`src/rtl/seg7_pkg.sv`:
```
// Glyph table, state encoding and ASCII-to-segment decoder shared by the scroller.
package seg7_pkg;

  // Segment bit positions within {dp,g,f,e,d,c,b,a}.
  localparam int unsigned SEG_BIT_A  = 0;
  localparam int unsigned SEG_BIT_B  = 1;
  localparam int unsigned SEG_BIT_C  = 2;
  localparam int unsigned SEG_BIT_D  = 3;
  localparam int unsigned SEG_BIT_E  = 4;
  localparam int unsigned SEG_BIT_F  = 5;
  localparam int unsigned SEG_BIT_G  = 6;
  localparam int unsigned SEG_BIT_DP = 7;

  localparam logic [7:0] SEG_0 = 8'h3F;
  localparam logic [7:0] SEG_1 = 8'h06;
  localparam logic [7:0] SEG_2 = 8'h5B;
  localparam logic [7:0] SEG_3 = 8'h4F;
  localparam logic [7:0] SEG_4 = 8'h66;
  localparam logic [7:0] SEG_5 = 8'h6D;
  localparam logic [7:0] SEG_6 = 8'h7D;
  localparam logic [7:0] SEG_7 = 8'h07;
  localparam logic [7:0] SEG_8 = 8'h7F;
  localparam logic [7:0] SEG_9 = 8'h6F;

  localparam logic [7:0] SEG_A = 8'h77;
  localparam logic [7:0] SEG_B = 8'h7C;
  localparam logic [7:0] SEG_C = 8'h39;
  localparam logic [7:0] SEG_D = 8'h5E;
  localparam logic [7:0] SEG_E = 8'h79;
  localparam logic [7:0] SEG_F = 8'h71;
  localparam logic [7:0] SEG_G = 8'h3D;
  localparam logic [7:0] SEG_H = 8'h76;
  localparam logic [7:0] SEG_I = 8'h30;
  localparam logic [7:0] SEG_J = 8'h1E;
  localparam logic [7:0] SEG_K = 8'h75;
  localparam logic [7:0] SEG_L = 8'h38;
  localparam logic [7:0] SEG_M = 8'h37;
  localparam logic [7:0] SEG_N = 8'h54;
  localparam logic [7:0] SEG_O = 8'h3F;
  localparam logic [7:0] SEG_P = 8'h73;
  localparam logic [7:0] SEG_Q = 8'h67;
  localparam logic [7:0] SEG_R = 8'h50;
  localparam logic [7:0] SEG_S = 8'h6D;
  localparam logic [7:0] SEG_T = 8'h78;
  localparam logic [7:0] SEG_U = 8'h3E;
  localparam logic [7:0] SEG_V = 8'h1C;
  localparam logic [7:0] SEG_W = 8'h2A;
  localparam logic [7:0] SEG_X = 8'h49;
  localparam logic [7:0] SEG_Y = 8'h6E;
  localparam logic [7:0] SEG_Z = 8'h5B;

  localparam logic [7:0] SEG_BLANK = 8'h00;
  localparam logic [7:0] SEG_DASH  = 8'h40;
  // Decimal point alone marks a code with no glyph.
  localparam logic [7:0] SEG_ERR   = 8'h80;

  typedef enum logic [1:0] {
    StIdle = 2'd0,
    StShow = 2'd1,
    StGap  = 2'd2
  } state_e;

  function automatic logic [7:0] seg7_digit(input logic [3:0] d);
    logic [7:0] g;
    case (d)
      4'd0:    g = SEG_0;
      4'd1:    g = SEG_1;
      4'd2:    g = SEG_2;
      4'd3:    g = SEG_3;
      4'd4:    g = SEG_4;
      4'd5:    g = SEG_5;
      4'd6:    g = SEG_6;
      4'd7:    g = SEG_7;
      4'd8:    g = SEG_8;
      4'd9:    g = SEG_9;
      default: g = SEG_ERR;
    endcase
    return g;
  endfunction

  // idx is the letter's offset from 'A' (or 'a').
  function automatic logic [7:0] seg7_letter(input logic [4:0] idx);
    logic [7:0] g;
    case (idx)
      5'd0:    g = SEG_A;
      5'd1:    g = SEG_B;
      5'd2:    g = SEG_C;
      5'd3:    g = SEG_D;
      5'd4:    g = SEG_E;
      5'd5:    g = SEG_F;
      5'd6:    g = SEG_G;
      5'd7:    g = SEG_H;
      5'd8:    g = SEG_I;
      5'd9:    g = SEG_J;
      5'd10:   g = SEG_K;
      5'd11:   g = SEG_L;
      5'd12:   g = SEG_M;
      5'd13:   g = SEG_N;
      5'd14:   g = SEG_O;
      5'd15:   g = SEG_P;
      5'd16:   g = SEG_Q;
      5'd17:   g = SEG_R;
      5'd18:   g = SEG_S;
      5'd19:   g = SEG_T;
      5'd20:   g = SEG_U;
      5'd21:   g = SEG_V;
      5'd22:   g = SEG_W;
      5'd23:   g = SEG_X;
      5'd24:   g = SEG_Y;
      5'd25:   g = SEG_Z;
      default: g = SEG_ERR;
    endcase
    return g;
  endfunction

  function automatic logic [7:0] seg7_decode(input logic [7:0] c);
    logic [7:0] off;
    logic [7:0] g;
    off = 8'h00;
    if (c >= 8'h30 && c <= 8'h39) begin
      off = c - 8'h30;
      g   = seg7_digit(off[3:0]);
    end else if (c >= 8'h41 && c <= 8'h5A) begin
      off = c - 8'h41;
      g   = seg7_letter(off[4:0]);
    end else if (c >= 8'h61 && c <= 8'h7A) begin
      off = c - 8'h61;
      g   = seg7_letter(off[4:0]);
    end else if (c == 8'h20) begin
      g = SEG_BLANK;
    end else if (c == 8'h2D) begin
      g = SEG_DASH;
    end else begin
      g = SEG_ERR;
    end
    return g;
  endfunction

endpackage

```
`src/rtl/char_fifo.sv`:
```
// Synchronous FIFO; extra pointer bit separates full from empty. No bypass path.
module char_fifo #(
  parameter int unsigned WIDTH = 8,
  parameter int unsigned DEPTH = 4
) (
  input  logic             clk_i,
  input  logic             rst_i,
  input  logic             push_i,
  input  logic [WIDTH-1:0] data_i,
  input  logic             pop_i,
  output logic             full_o,
  output logic             empty_o,
  output logic [WIDTH-1:0] head_o
);

  localparam int unsigned AW = $clog2(DEPTH);
  localparam logic [AW:0] PtrOne = (AW+1)'(1);

  logic [WIDTH-1:0] mem_q [DEPTH];
  logic [AW:0]      wr_ptr_q, rd_ptr_q;
  logic             do_push, do_pop;

  assign empty_o = (wr_ptr_q == rd_ptr_q);
  assign full_o  = (wr_ptr_q[AW] != rd_ptr_q[AW]) &&
                   (wr_ptr_q[AW-1:0] == rd_ptr_q[AW-1:0]);
  assign do_push = push_i && !full_o;
  assign do_pop  = pop_i && !empty_o;
  assign head_o  = mem_q[rd_ptr_q[AW-1:0]];

  // Pointer update; reset flushes the queue.
  always_ff @(posedge clk_i) begin
    if (rst_i) begin
      wr_ptr_q <= '0;
      rd_ptr_q <= '0;
    end else begin
      if (do_push) wr_ptr_q <= wr_ptr_q + PtrOne;
      if (do_pop)  rd_ptr_q <= rd_ptr_q + PtrOne;
    end
  end

  // Storage write; contents need no reset since pointers gate visibility.
  always_ff @(posedge clk_i) begin
    if (do_push) mem_q[wr_ptr_q[AW-1:0]] <= data_i;
  end

endmodule

```
`src/rtl/seg7_char_scroller.sv`:
```
// Buffers ASCII bytes and shows each on the 7-segment output for a hold period
// followed by a blank gap.
module seg7_char_scroller
  import seg7_pkg::*;
#(
  parameter int unsigned DEPTH       = 4,
  parameter int unsigned HOLD_CYCLES = 10_000_000,
  parameter int unsigned GAP_CYCLES  = 1_000_000
) (
  input  logic       clk,
  input  logic       rst,
  input  logic       en,
  input  logic [7:0] char_in,
  input  logic       char_valid,
  output logic       char_ready,
  output logic [7:0] seg_out,
  output logic       busy
);

  localparam int unsigned MaxCycles = (HOLD_CYCLES > GAP_CYCLES) ? HOLD_CYCLES : GAP_CYCLES;
  localparam int unsigned TimerW    = $clog2(MaxCycles + 1);
  localparam bit          HasGap    = (GAP_CYCLES > 0);

  typedef logic [TimerW-1:0] timer_t;

  localparam timer_t HoldLoad = timer_t'(HOLD_CYCLES - 1);
  localparam timer_t GapLoad  = timer_t'(HasGap ? GAP_CYCLES - 1 : 0);
  localparam timer_t TimerOne = timer_t'(1);

  state_e     state_q, state_d;
  timer_t     timer_q, timer_d;
  logic [7:0] seg_q, seg_d;

  logic       fifo_pop;
  logic       fifo_full;
  logic       fifo_empty;
  logic [7:0] fifo_head;

  char_fifo #(
    .WIDTH(8),
    .DEPTH(DEPTH)
  ) u_fifo (
    .clk_i  (clk),
    .rst_i  (rst),
    .push_i (char_valid),
    .data_i (char_in),
    .pop_i  (fifo_pop),
    .full_o (fifo_full),
    .empty_o(fifo_empty),
    .head_o (fifo_head)
  );

  assign char_ready = !fifo_full;
  assign seg_out    = seg_q;
  assign busy       = (state_q != StIdle) || !fifo_empty;

  // Next-state logic; everything holds while en is low.
  always_comb begin
    state_d  = state_q;
    timer_d  = timer_q;
    seg_d    = seg_q;
    fifo_pop = 1'b0;
    if (en) begin
      unique case (state_q)
        StIdle: begin
          seg_d = SEG_BLANK;
          if (!fifo_empty) begin
            fifo_pop = 1'b1;
            seg_d    = seg7_decode(fifo_head);
            timer_d  = HoldLoad;
            state_d  = StShow;
          end
        end
        StShow: begin
          if (timer_q == '0) begin
            if (HasGap) begin
              seg_d   = SEG_BLANK;
              timer_d = GapLoad;
              state_d = StGap;
            end else if (!fifo_empty) begin
              // Zero-length gap: chain straight into the next character.
              fifo_pop = 1'b1;
              seg_d    = seg7_decode(fifo_head);
              timer_d  = HoldLoad;
              state_d  = StShow;
            end else begin
              seg_d   = SEG_BLANK;
              state_d = StIdle;
            end
          end else begin
            timer_d = timer_q - TimerOne;
          end
        end
        StGap: begin
          seg_d = SEG_BLANK;
          if (timer_q == '0) begin
            if (!fifo_empty) begin
              fifo_pop = 1'b1;
              seg_d    = seg7_decode(fifo_head);
              timer_d  = HoldLoad;
              state_d  = StShow;
            end else begin
              state_d = StIdle;
            end
          end else begin
            timer_d = timer_q - TimerOne;
          end
        end
        default: begin
          seg_d   = SEG_BLANK;
          timer_d = '0;
          state_d = StIdle;
        end
      endcase
    end
  end

  // State, timer and display registers; reset aborts any character in flight.
  always_ff @(posedge clk) begin
    if (rst) begin
      state_q <= StIdle;
      timer_q <= '0;
      seg_q   <= SEG_BLANK;
    end else begin
      state_q <= state_d;
      timer_q <= timer_d;
      seg_q   <= seg_d;
    end
  end

endmodule
```
`config.mk`:
```
export PLATFORM = sky130hd
export DESIGN_NAME = seg7_char_scroller
export DESIGN_NICKNAME = d
export VERILOG_FILES = /design/src/rtl/seg7_pkg.sv /design/src/rtl/char_fifo.sv /design/src/rtl/seg7_char_scroller.sv
export SDC_FILE = /design/constraint.sdc
export NUM_CORES = 1
export LEC_CHECK = 0
export ABC_AREA = 1
export CAP_MARGIN = 10
export CORE_MARGIN = 8
export CORE_UTILIZATION = 50
export CTS_CLUSTER_DIAMETER = 120
export DETAILED_ROUTE_END_ITERATION = 16
export MAX_ROUTING_LAYER = met4
export PLACE_DENSITY = 0.68
export RECOVER_POWER = 50
export SLEW_MARGIN = 10
export SYNTH_ARGS = -nofsm -noshare
export SYNTH_HDL_FRONTEND = slang
export SYNTH_SLANG_ARGS = --single-unit
```
`constraint.sdc`:
```
create_clock -name clk -period 2.5 [get_ports clk]
set_input_delay 0.375 -clock clk [delete_from_list [all_inputs] [get_ports clk]]
set_output_delay 0.375 -clock clk [all_outputs]
set_load 0.02 [all_outputs]
```
==> results of run 1 <==
layer usage:
layer	up-vias	global-route usage, %
met1	2132	23.3
met4	0	8.32
met2	108	33.2
met3	26	2.94
li1	2342	-
met5	-	-
kinds of logic after synthesis:
kind of cell / synth area share (%)
buf+inv: 6.83
xor+xnor: 3.91
simple gates: 37.5
fa+ha+maj: 3.81
flops: 36.6
compound gates: 11.4
where the power goes:
part	switching, µW	internal (µW)	total (µW)
clock	506	480	986
sequential	109	1370	1480
combinational	1350	781	2130
cell type report:
cell class,instances,area share [%]
multi-input cells,542,50.1
clock inverters,7,1.50
well taps,133,2.98
repair buffers,42,6.66
clock buffers,9,2.22
inverters,59,4.10
flip-flops and latches,74,32.4
synth_stat cells, types with 7 or more instances:
library cell / instances / share of area, %
edfxtp_1: 32 / 20
xnor2_1: 10 / 1.8
nor3_1: 9 / 0.91
xor2_1: 12 / 2.1
nand2_1: 217 / 17
ha_1: 15 / 3.8
nand3_1: 55 / 5.6
inv_1: 52 / 4.0
a21oi_1: 39 / 4.0
o21ai_0: 35 / 3.6
nand2_2: 12 / 1.5
nor2_1: 68 / 5.2
dfxtp_1: 42 / 17
nor2_2: 8 / 1.0
o21ai_1: 9 / 0.91
clkbuf_1: 11 / 0.84
a21oi_2: 7 / 1.2
cells in the final DEF, fill, tap and decap left out, types with 3 or more instances in the layout:
| cell | Yosys | routed |
|---|---|---|
| clkdlybuf4s50_1 | 0 | 11 |
| nand3_2 | 6 | 6 |
| dlygate4sd3_1 | 0 | 9 |
| nor2_2 | 8 | 7 |
| buf_4 | 1 | 17 |
| dfxtp_1 | 42 | 40 |
| clkbuf_1 | 11 | 3 |
| nand2_2 | 12 | 12 |
| nand2_1 | 217 | 217 |
| nor3b_1 | 3 | 3 |
| clkbuf_8 | 0 | 9 |
| nor3_1 | 9 | 9 |
| nand4_1 | 6 | 6 |
| xnor2_1 | 10 | 10 |
| a21oi_2 | 7 | 7 |
| nand3_1 | 55 | 55 |
| nor2_1 | 68 | 68 |
| xor2_1 | 12 | 12 |
| a21oi_1 | 39 | 39 |
| inv_6 | 0 | 4 |
| o21ai_1 | 9 | 9 |
| nand3b_1 | 5 | 5 |
| o211ai_1 | 3 | 3 |
| edfxtp_1 | 32 | 32 |
| inv_1 | 52 | 52 |
| inv_2 | 4 | 4 |
| o22ai_1 | 4 | 4 |
| o21ai_0 | 35 | 35 |
| ha_1 | 15 | 14 |
final timing paths:
path / slack [ns] / startpoint / end / cells after the start
worst max-delay path: 0.24 / timer_q[0] / timer_q[15] / 12
worst min-delay path: 0.47 / timer_q[13] / timer_q[13] / 2
worst max register to register: 0.24 / timer_q[0] / timer_q[15] / 12
worst min register to register: 0.47 / timer_q[13] / timer_q[13] / 2
timing repair:
item                       in CTS  in global routing
resized for setup               0                  6
setup buffers                   0                  0
setup endpoints to repair       0                  9
flip-flops by register name, indices dropped and copies added (netlist names), named ones only:
signal	flops
timer_q	24
u_fifo.rd_ptr_q	3
seg_out	8
u_fifo.mem_q	32
state_q	2
u_fifo.wr_ptr_q	3
metrics by stage:
stage / hold slack, ns / util, % / instances / cell area [µm²]
2_1_floorplan: 0.445 / - / 693 / 4930
3_3_place_gp: 0.453 / 55.4 / 850 / 5370
3_5_place_dp: 0.458 / 55.4 / 850 / 5370
4_1_cts: 0.471 / 57.6 / 866 / 5570
5_1_grt: 0.497 / 57.6 / 866 / 5580
6_report: 0.475 / 57.6 / 866 / 5580
worst max-delay path, delay by kind of cell (launching register included):
kind	cells	cell delay (ns)
buf+inv	1	0.09
fa+ha+maj	1	0.25
compound gates	4	0.61
simple gates	6	0.85
flops	1	0.36
==> summary.txt, run 1 <==
Setup crit start kind: flip-flop
Post-synth EDFFs: 32
Critical Path Slowest Stage Cell: dfxtp_1
Pins Over Slew Limit: 0
final setup margin: 0.240 ns
average size of a mapped cell: 7.11 µm²
VDD IR max: 0.000387 V
top fanout value on the critical path: 5
fillcell total: 944
synthesized net count: 720
Hold WC Path Type: flip-flop to flip-flop
Synthesis Warnings: 0
clk slew on worst S/H paths: 0.09 ns
hpwl dp: 8980 µm
vias in the first global route: 4373
floorplan row count: 36
Syn-to-layout area delta: 13.2%
Critical Path RT: 2.76 ns
Post-CTS Hold Buffers: 0
Power Total: 4590 µW
max layer used: met4
routed length per instance: 13.9 µm
Cells after Synth: 693
Pleak: 0.00232 µW
Max-Cap Viols: 0
Starting DRT DRC Count: 302
DRC Markers: 0
initial antenna violation count: 0
final setup TNS: 0 ns
clock root cell: clkbuf_8
Period Utilization, post-route: 90.4%
M1 WL: 5330 µm
die area: 0.0133 mm²
routed wire length on met3: 485 µm
synthesized cell area: 0.00493 mm²
clk sinks: 74
Setup WS pre-CTS: 0.111 ns
first-pass iteration count of the detailed router: 4
ANT cells: 0
CP Cell Sequence: inv_1 -> ha_1 -> nand3_2 -> nor2_2 -> nand3_2 -> or2_4 -> nand2_1 -> o21ai_0 -> o21ai_0 -> o21ai_0 -> nand3_1 -> a21oi_1
later-pin clock latency in the skew report: 0.37 ns
Synth Flop Type: dfxtp_1
CTS buffer count: 9
number of synthesized register bits: 74
Total GRT Usage: 19.8%
async set or reset register ratio after synthesis: 0%
unrepaired setup endpoints after global routing: false
final worst path period need: 2.26 ns
Slew HR: 49.8%
met2 wire length: 5890 µm
Nets: 755
Hold Violations, Final: 0
Fmax achieved: 443 MHz
Worst-Margin Slew: 0.750 ns
post-route ant nets: 0
total gr overflow: 0
layout cells sized above 1: 12.0%
Max Root-Sink Buffers: 2
final setup fails: 0
Die Ht: 115 µm
worst stage delay on the critical path: 0.36 ns
Ports: 22
vias post-DR: 4608
Power Density: 824 mW/mm²
Port Buf Inserts: 21
Core ar.: 0.00968 mm²
H-tree depth: 3
final WL: 12000 µm
WS Path Type: flip-flop to flip-flop
largest net degree at the start of global routing: 26
CTS tree: built
routed vias/inst: 5.32
Cell variety after synth: 44
post-synthesis sequential area ratio: 36.6%
CP Capture Type: flip-flop
Most common cell on crit path: o21ai_0
Sequential Area: 0.00181 mm²
first-pass GRT wire length: 20500 µm
routability cong.: 0.911
WP data arrival: 2.52 ns
starting density of the core: 50.9%
status: finished, final reports clean
die width: 115 µm
multi-input logic area: 0.00280 mm²
Setup Skew: 0.0119 ns
Note: power is estimated with default switching activity, not from simulation.
==> inputs of run 2 (changes only) <==
TNS_END_PERCENT = 50   (was default)
==> results of run 2 <==
Final layout, timing and power as in run 1 (identical DEF).
==> inputs of run 3 (changes only) <==
ABC_AREA = default   (was 1)
==> summary.txt, run 3 <==
post-synth top area share: 22.0% (was 19.5%)
starting density of the core: 50.9% (about the same)
clk sinks: 74 (unchanged)
Final Cell Area: 0.00529 mm² (was 0.00558 mm²)
clock root cell: clkbuf_8 (unchanged)
Hold WS: 0.457 ns (was 0.475 ns)
routed vias/inst: 6.06 (was 5.32)
synthesized cell area: 0.00437 mm² (was 0.00493 mm²)
Pins Over Slew Limit: 0 (unchanged)
total gr overflow: 0 (unchanged)
Worst-Margin Slew: 0.756 ns (was 0.750 ns)
Post-CTS Hold Buffers: 0 (unchanged)
initial antenna violation count: 0 (unchanged)
top fanout value on the critical path: 5 (unchanged)
DRC Markers: 0 (unchanged)
Final Instance Count excl. Fillers: 646 (was 866)
cell with the most instances after synthesis: nor2_1 (was nand2_1)
Post-synth EDFFs: 32 (unchanged)
Setup crit start kind: flip-flop (unchanged)
largest net degree at the start of global routing: 24 (was 26)
vias post-DR: 3917 (was 4608)
later-pin clock latency in the skew report: 0.35 ns (was 0.37 ns)
Synth Area in Adders: 4.29% (was 3.81%)
Pint: 3000 µW (was 2630 µW)
placed cell areas: 0.00501 mm² (was 0.00537 mm²)
synthesized net count: 500 (was 720)
Synth area leader: edfxtp_1 (unchanged)
max reg flops: 32 (unchanged)
Port Buf Inserts: 21 (unchanged)
Slew HR: 49.4% (was 49.8%)
Period Utilization, post-route: 96.4% (was 90.4%)
Critical Path RT: 2.78 ns (was 2.76 ns)
Core Util, Final: 61.6% (was 57.6%)
Power Density: 969 mW/mm² (was 824 mW/mm²)
VDD IR max: 0.000491 V (was 0.000387 V)
die area: 0.0120 mm² (was 0.0133 mm²)
Max-Cap Viols: 0 (unchanged)
CTS buffer count: 9 (unchanged)
Switch Pwr: 2130 µW (was 1970 µW)
routed length per instance: 17.7 µm (was 13.9 µm)
final worst path period need: 2.41 ns (was 2.26 ns)
Hold WC Path Type: flip-flop to flip-flop (unchanged)
routability cong.: 0.947 (was 0.911)
clock power share: 19.3% (was 21.5%)
Fmax achieved: 415 MHz (was 443 MHz)
vias in the first global route: 3656 (was 4373)
largest family of logic cells by synthesized area: compound AO/OA/AOI/OAI gates (was simple AND/OR/NAND/NOR gates)
commonest non-fill, non-tap cell in the layout: buf_4 (was nand2_1)
CP Capture Type: flip-flop (unchanged)
most frequent cells in the layout: 50 x buf_4, 49 x nor2_1, 41 x nand2_1, 41 x dfxtp_1, 32 x edfxtp_1 (was 217 x nand2_1, 68 x nor2_1, 55 x nand3_1)
status: finished, final reports clean (unchanged)
Max Root-Sink Buffers: 2 (unchanged)
layout cells sized above 1: 19.5% (was 12.0%)
Synth Area in Compound Gates: 20.8% (was 11.4%)
Die Ht: 109 µm (was 115 µm)
CTS tree: built (unchanged)
floorplan row count: 34 (was 36)
Total GRT Usage: 20.1% (was 19.8%)
WP data arrival: 2.69 ns (was 2.52 ns)
Synth Area in Simple Gates: 19.8% (was 37.5%)
average size of a mapped cell: 9.24 µm² (was 7.11 µm²)
async set or reset register ratio after synthesis: 0% (unchanged)
post-synthesis mux area share: 6.04% (was 0%)
Cell variety after synth: 61 (was 44)
post-route ant nets: 0 (unchanged)
Hold Violations, Final: 0 (unchanged)
Ports: 22 (unchanged)
Nets: 560 (was 755)
WS Path Type: flip-flop to flip-flop (unchanged)
Pleak: 0.00199 µW (was 0.00232 µW)
Core ar.: 0.00859 mm² (was 0.00968 mm²)
first-pass iteration count of the detailed router: 5 (was 4)
hpwl dp: 8530 µm (was 8980 µm)
first-pass GRT wire length: 18600 µm (was 20500 µm)
sequential power share: 29.7% (was 32.1%)
final setup margin: 0.0901 ns (was 0.240 ns)
synth top area cells: edfxtp_1 22%, dfxtp_1 19%, mux4_2 4.6% (was edfxtp_1 20%, dfxtp_1 17%, nand2_1 17%)
final setup fails: 0 (unchanged)
Setup Skew: 0.0161 ns (was 0.0119 ns)
Starting DRT DRC Count: 333 (was 302)
number of synthesized register bits: 74 (unchanged)
Comb pwr share: 51.0% (was 46.4%)
Synth top cells by count: 49 x nor2_1, 42 x dfxtp_1, 42 x nand2_1, 33 x o21ai_0, 32 x edfxtp_1 (was 217 x nand2_1, 68 x nor2_1, 55 x nand3_1, 52 x inv_1, 42 x dfxtp_1)
placed cell count: 626 (was 850)
Switching Share: 41.5% (was 42.8%)
XOR/XNOR share of the synthesized area: 3.81% (was 3.91%)
H-tree depth: 3 (unchanged)
Cells after Synth: 473 (was 693)
Synthesis Warnings: 0 (unchanged)
post-synthesis sequential area ratio: 41.2% (was 36.6%)
Setup WS pre-CTS: 0.00247 ns (was 0.111 ns)
die width: 109 µm (was 115 µm)
unrepaired setup endpoints after global routing: true (was false)
clk slew on worst S/H paths: 0.09 ns (about the same)
Synth Flop Type: dfxtp_1 (unchanged)
Syn-to-layout area delta: 21.1% (was 13.2%)
ANT cells: 0 (unchanged)
final WL: 11400 µm (was 12000 µm)
==> run 3: power by group through the flow <==
stage          clock network, µW  logic (µW)  registers [µW]
2_1_floorplan                  0        1710            1520
3_3_place_gp                   0        2480            1540
3_5_place_dp                   0        2490            1540
4_1_cts                     1000        2510            1520
5_1_grt                     1070        2840            1550
6_report                     990        2620            1520
==> run 3: through the flow <==
stage / TNS [ns] / total power (µW)
floorplan: -0.0186 / 3230
global placement: 0 / 4020
detailed placement: 0 / 4030
CTS: 0 / 5020
global route: -0.0943 / 5450
finish: 0 / 5130
==> run 3: repair_timing <==
item / 4_1_cts / 5_1_grt
hold endpoints to repair: 0 / 0
setup endpoints to repair: 2 / 20
setup buffers: 0 / 4
pin swaps: 0 / 7
gates resized for setup: 2 / 14
==> run 3: cells by family (layout without fill, tap and decap cells) <==
family / after synthesis / after routing
AOI/OAI and AO/OA: 137 / 137
muxes: 15 / 15
adders and majority gates: 15 / 15
buffers and inverters: 41 / 106
and+or+nand+nor: 172 / 172
xor gates and xnor gates: 19 / 19
DFF: 74 / 74
==> run 3: layer usage <==
| metal | share of wire [%] | routed length (µm) | global-route usage, % |
|---|---|---|---|
| met5 | 0 | 0 | - |
| met4 | 1.6 | 178 | 6.56 |
| met3 | 5.1 | 577 | 2.87 |
| met2 | 45 | 5190 | 29.4 |
| met1 | 48 | 5460 | 27.9 |
==> run 3: path summary, 6_finish.rpt <==
check              from          to  slack (ns)  cells after the start
min reg2reg  seg_out[7]  seg_out[7]        0.46                      2
max           flip-flop  seg_out[7]        0.09                      8
max reg2reg   flip-flop  seg_out[7]        0.09                      8
min          seg_out[7]  seg_out[7]        0.46                      2
==> run 3: worst max-delay path, cell delays in order, from the launching register on <==
cell	delay, ns
dfxtp_4	0.37
buf_4	0.15
mux4_2	0.61
nor3_4	0.28
xor2_1	0.21
buf_4	0.16
a31oi_1	0.09
or3_1	0.33
a21oi_1	0.14
==> run 3: area by class of cell <==
type                    count  area, µm²
inverters                  17       66.3
clock inverters             7       82.6
multi-input cells         358       2470
fillers                   749       3300
clock buffers               9        124
well taps                 108        135
repair buffers             73        607
flip-flops and latches     74       1810
